`src/rtl/shift_reg_universal.sv`:
```
`default_nettype none
// ============================================================================
//  Module   : shift_reg_universal
//  Purpose  : Parametrised universal shift register (hold / shift-left /
//             shift-right / parallel load) with a serial output for chaining
//             and a bit counter that pulses word_valid on every completed
//             serial word of WIDTH bits.
//  Ports    : clk        - rising-edge clock
//             reset      - asynchronous active-high reset, clears all state
//             en         - clock enable; 0 holds everything (acts as mode 00)
//             mode[1:0]  - 00 hold, 01 shift left, 10 shift right, 11 load
//             sdi        - serial data in
//             d          - parallel load data
//             q          - register contents (registered)
//             sdo        - next bit to be shifted out (combinational)
//             bit_cnt    - serial bits accepted in the current word
//             word_valid - one-cycle pulse: q holds a complete serial word
//  Revision : 1.0 - initial release
// ============================================================================
module shift_reg_universal #(
  parameter  int WIDTH = 8,
  localparam int CNT_W = $clog2(WIDTH)
) (
  input  logic             clk,
  input  logic             reset,
  input  logic             en,
  input  logic [1:0]       mode,
  input  logic             sdi,
  input  logic [WIDTH-1:0] d,
  output logic [WIDTH-1:0] q,
  output logic             sdo,
  output logic [CNT_W-1:0] bit_cnt,
  output logic             word_valid
);

  localparam logic [1:0]       MODE_HOLD  = 2'b00;
  localparam logic [1:0]       MODE_LEFT  = 2'b01;
  localparam logic [1:0]       MODE_RIGHT = 2'b10;
  localparam logic [1:0]       MODE_LOAD  = 2'b11;
  localparam logic [CNT_W-1:0] CNT_LAST   = CNT_W'(WIDTH - 1);

  logic [WIDTH-1:0] q_q,          q_d;
  logic [CNT_W-1:0] bit_cnt_q,    bit_cnt_d;
  logic             word_valid_q, word_valid_d;
  logic             shift_act;

  always_comb begin
    q_d          = q_q;
    bit_cnt_d    = bit_cnt_q;
    word_valid_d = 1'b0;      // pulse only; every non-completing cycle clears it
    shift_act    = 1'b0;

    if (en) begin
      case (mode)
        MODE_LEFT: begin
          q_d       = {q_q[WIDTH-2:0], sdi};
          shift_act = 1'b1;
        end
        MODE_RIGHT: begin
          q_d       = {sdi, q_q[WIDTH-1:1]};
          shift_act = 1'b1;
        end
        MODE_LOAD: begin
          // A load discards any partially received serial word.
          q_d       = d;
          bit_cnt_d = '0;
        end
        default: ; // MODE_HOLD
      endcase
    end

    // Both shift directions advance the same word counter; it wraps
    // straight into the next word so back-to-back words need no idle cycle.
    if (shift_act) begin
      if (bit_cnt_q == CNT_LAST) begin
        bit_cnt_d    = '0;
        word_valid_d = 1'b1;
      end else begin
        bit_cnt_d    = bit_cnt_q + CNT_W'(1);
      end
    end
  end

  always_ff @(posedge clk or posedge reset) begin
    if (reset) begin
      q_q          <= '0;
      bit_cnt_q    <= '0;
      word_valid_q <= 1'b0;
    end else begin
      q_q          <= q_d;
      bit_cnt_q    <= bit_cnt_d;
      word_valid_q <= word_valid_d;
    end
  end

  assign q          = q_q;
  assign bit_cnt    = bit_cnt_q;
  assign word_valid = word_valid_q;

  // The bit the next shift will push out, so cascaded instances can chain.
  assign sdo = (mode == MODE_RIGHT) ? q_q[0] : q_q[WIDTH-1];

endmodule
`default_nettype wire

```
`config.mk`:
```
export PLATFORM = sky130hd
export DESIGN_NAME = shift_reg_universal
export DESIGN_NICKNAME = d
export VERILOG_FILES = /design/src/rtl/shift_reg_universal.sv
export SDC_FILE = /design/constraint.sdc
export NUM_CORES = 1
export LEC_CHECK = 0
export CORE_ASPECT_RATIO = 1.1
export CORE_UTILIZATION = 41
export DETAILED_ROUTE_END_ITERATION = 6
export PLACE_DENSITY = 0.77
export SYNTH_ARGS = -nofsm -noshare
export SYNTH_HDL_FRONTEND = slang
export SYNTH_SLANG_ARGS = --single-unit
```
`constraint.sdc`:
```
create_clock -name clk -period 1.7 [get_ports clk]
set_clock_uncertainty 0.15 [all_clocks]
set_input_delay 0.34 -clock clk [delete_from_list [all_inputs] [get_ports clk]]
set_output_delay 0.34 -clock clk [all_outputs]
set_load 0.03 [all_outputs]
```
==> out/summary.txt <==
critical path buffer and inverter count: 1
residual DRC count: 2
vias in the first global route: 562
Synth area leader: dfrtp_1
DR pass1 iterations: 6
Core Area: 1560 um2
Setup CP Type: reg2out
Skew-Pair Late Insertion Delay: 280 ps
Reg clk slew, reported paths: 80 ps
FF+latch count, synth: 12
cells on worst reg2reg path: 3
IO buf count: 26
global route overflow: 0
cell with the largest stage delay on the worst path: dfrtp_1
postcts setup bufs: 0
first-pass GRT wire length: 2370 um
Hold WC Path Type: in2async
Final min period: 1610 ps
synth warn: 0
failing checks: DRC
sum of negative setup slack: 0 ps
Worst R2R Start: bit_cnt[0]
drt via density: 5.18
Die H: 44.9 um
Nets: 123
antenna fix cells: 0
RD Place Congestion: 0.739
normalized max-slew margin: 68.7%
CTS H-tree depth: 1
Num CTS Buffers: 3
setup ws final: 86.0 ps
Fmax: 620 MHz
die area: 1840 um2
WL/cell: 12.1 um
leakage power total: 0.479 nW
syn_area_per_cell: 10.4 um2
RSZ-0062 raised after global routing: no
Worst Tran Pin Value: 468 ps
max cap viols: 0
largest net degree at the start of global routing: 17
Routed Antenna Nets: 0
global-route usage over all layers: 19.2%
TritonCTS clock tree: built
Die Wd: 41.0 um
Initial Util: 43.9%
worst path required time: 1210 ps
CTS root buf: clkbuf_4
layout cells sized above 1: 23.5%
Synth-to-Final Area Change: 50.1%
row cnt: 15
largest cells by area after synthesis: dfrtp_1 44%, ha_1 11%, a22oi_1 8.8%, a31oi_1 5.5%, a32o_1 4.4%
Final Slew Violations: 0
Cell Area, Synth: 684 um2
1st-iter DRT viols: 15
R2R Setup Slk: 320 ps
CP Cell Sequence: mux2_4 > buf_6
Synth top area share: 43.9%
final setup fails: 0
cell count after synthesis: 66
pwr/cell area: 1050 nW/um2
Netlist cell types: 17
peak supply drop: 0.526 mV
CP delay by family, top: flip-flops
Period Utilization, post-route: 94.9%
Final Hold Viols: 0
status: complete, but fails checks
FF-to-FF End: bit_cnt[2]
Via Count: 616
hold_ws: 210 ps
Post-Route WL: 1440 um
post-synthesis sequential area ratio: 43.9%
I/O pins: 27
synthesized net count: 86
Critical Path AT: 1120 ps
CP max FO: 4
endpoint class of the critical path: output pin
TritonCTS Sinks: 12
Largest stage delay, worst path: 420 ps
detailed placer's ending HPWL: 1060 um
initial antenna violation count: 0
deepest clock path buffer count: 2
Setup crit start kind: flip-flop
total power: 1.08 mW
dpl ws: -312 ps
## worst max-delay path by stage
stage	startpoint	to	slack (ps)	depth (start not counted)
finish	q[7]	sdo	90	2
CTS	q[0]	sdo	-0.7	3
global placement	mode[0]	sdo	-290	5
global route	q[0]	sdo	20	2
floorplan	mode[0]	sdo	190	3
detailed placement	mode[0]	sdo	-310	5
## Yosys cell counts, drive strengths merged
cell type  number
nand2           8
o21ai           1
dfrtp          12
mux2            1
and3            1
o21a            1
nor2b           1
a22oi           8
a32o            3
nor2           10
inv             3
a31oi           8
ha              6
buf             3
## final cells by class
class	count	area, um2
fill	128	531
sequential	12	300
tap	17	21.3
multi-input combinational	48	354
inverter	3	11.3
clock buffer	4	36.3
timing repair buffer	35	304
## report_power, final
group | internal [mW] | switching [mW]
Clock | 0.130 | 0.103
Combinational | 0.188 | 0.250
Sequential | 0.347 | 0.0573
## layer usage
layer | part of all wire [%] | global-route usage (%)
met4 | 1.7 | 10.0
met1 | 46 | 27.8
met2 | 48 | 25.9
met5 | 0 | 0
met3 | 4.0 | 4.43
## state kept, by name (all words and copies together), names as in the netlist
register,count
bit_cnt,3
q,8
word_valid,1
## cells by family after synthesis
family | after synthesis | synth area share, %
DFF | 12 | 43.9
muxes | 1 | 1.65
adders and majority gates | 6 | 11.0
AOI/OAI and AO/OA | 21 | 24.1
buffers and inverters | 6 | 6.76
and+or+nand+nor | 20 | 12.6
## cells in the final DEF, fill, tap and decap left out, drive strengths merged, types with 3 or more instances in the layout
cell type      netlist  final
a22oi                8      8
a31oi                8      8
a32o                 3      3
buf                  3     10
clkbuf               0      6
clkdlybuf4s50        0     11
dfrtp               12     12
dlygate4sd2          0     12
ha                   6      6
inv                  3      3
nand2                8      8
nor2                10     10
## what timing repair did
action                                  CTS  global route
gates cloned                              0             0
endpoints found under the setup margin   15             1
pin swaps                                 1             0
resized for setup                        22             2
hold buffers                              0             0
## stage by stage
stage	instances	instance area (um2)	util (%)
after global placement	116	1000	64.4
after detailed placement	116	1000	64.4
after floorplan	66	684	-
final	119	1030	65.9
after global routing	119	1030	65.9
after CTS	120	1050	67.3
No activity file was read; power rests on OpenSTA's default activity.
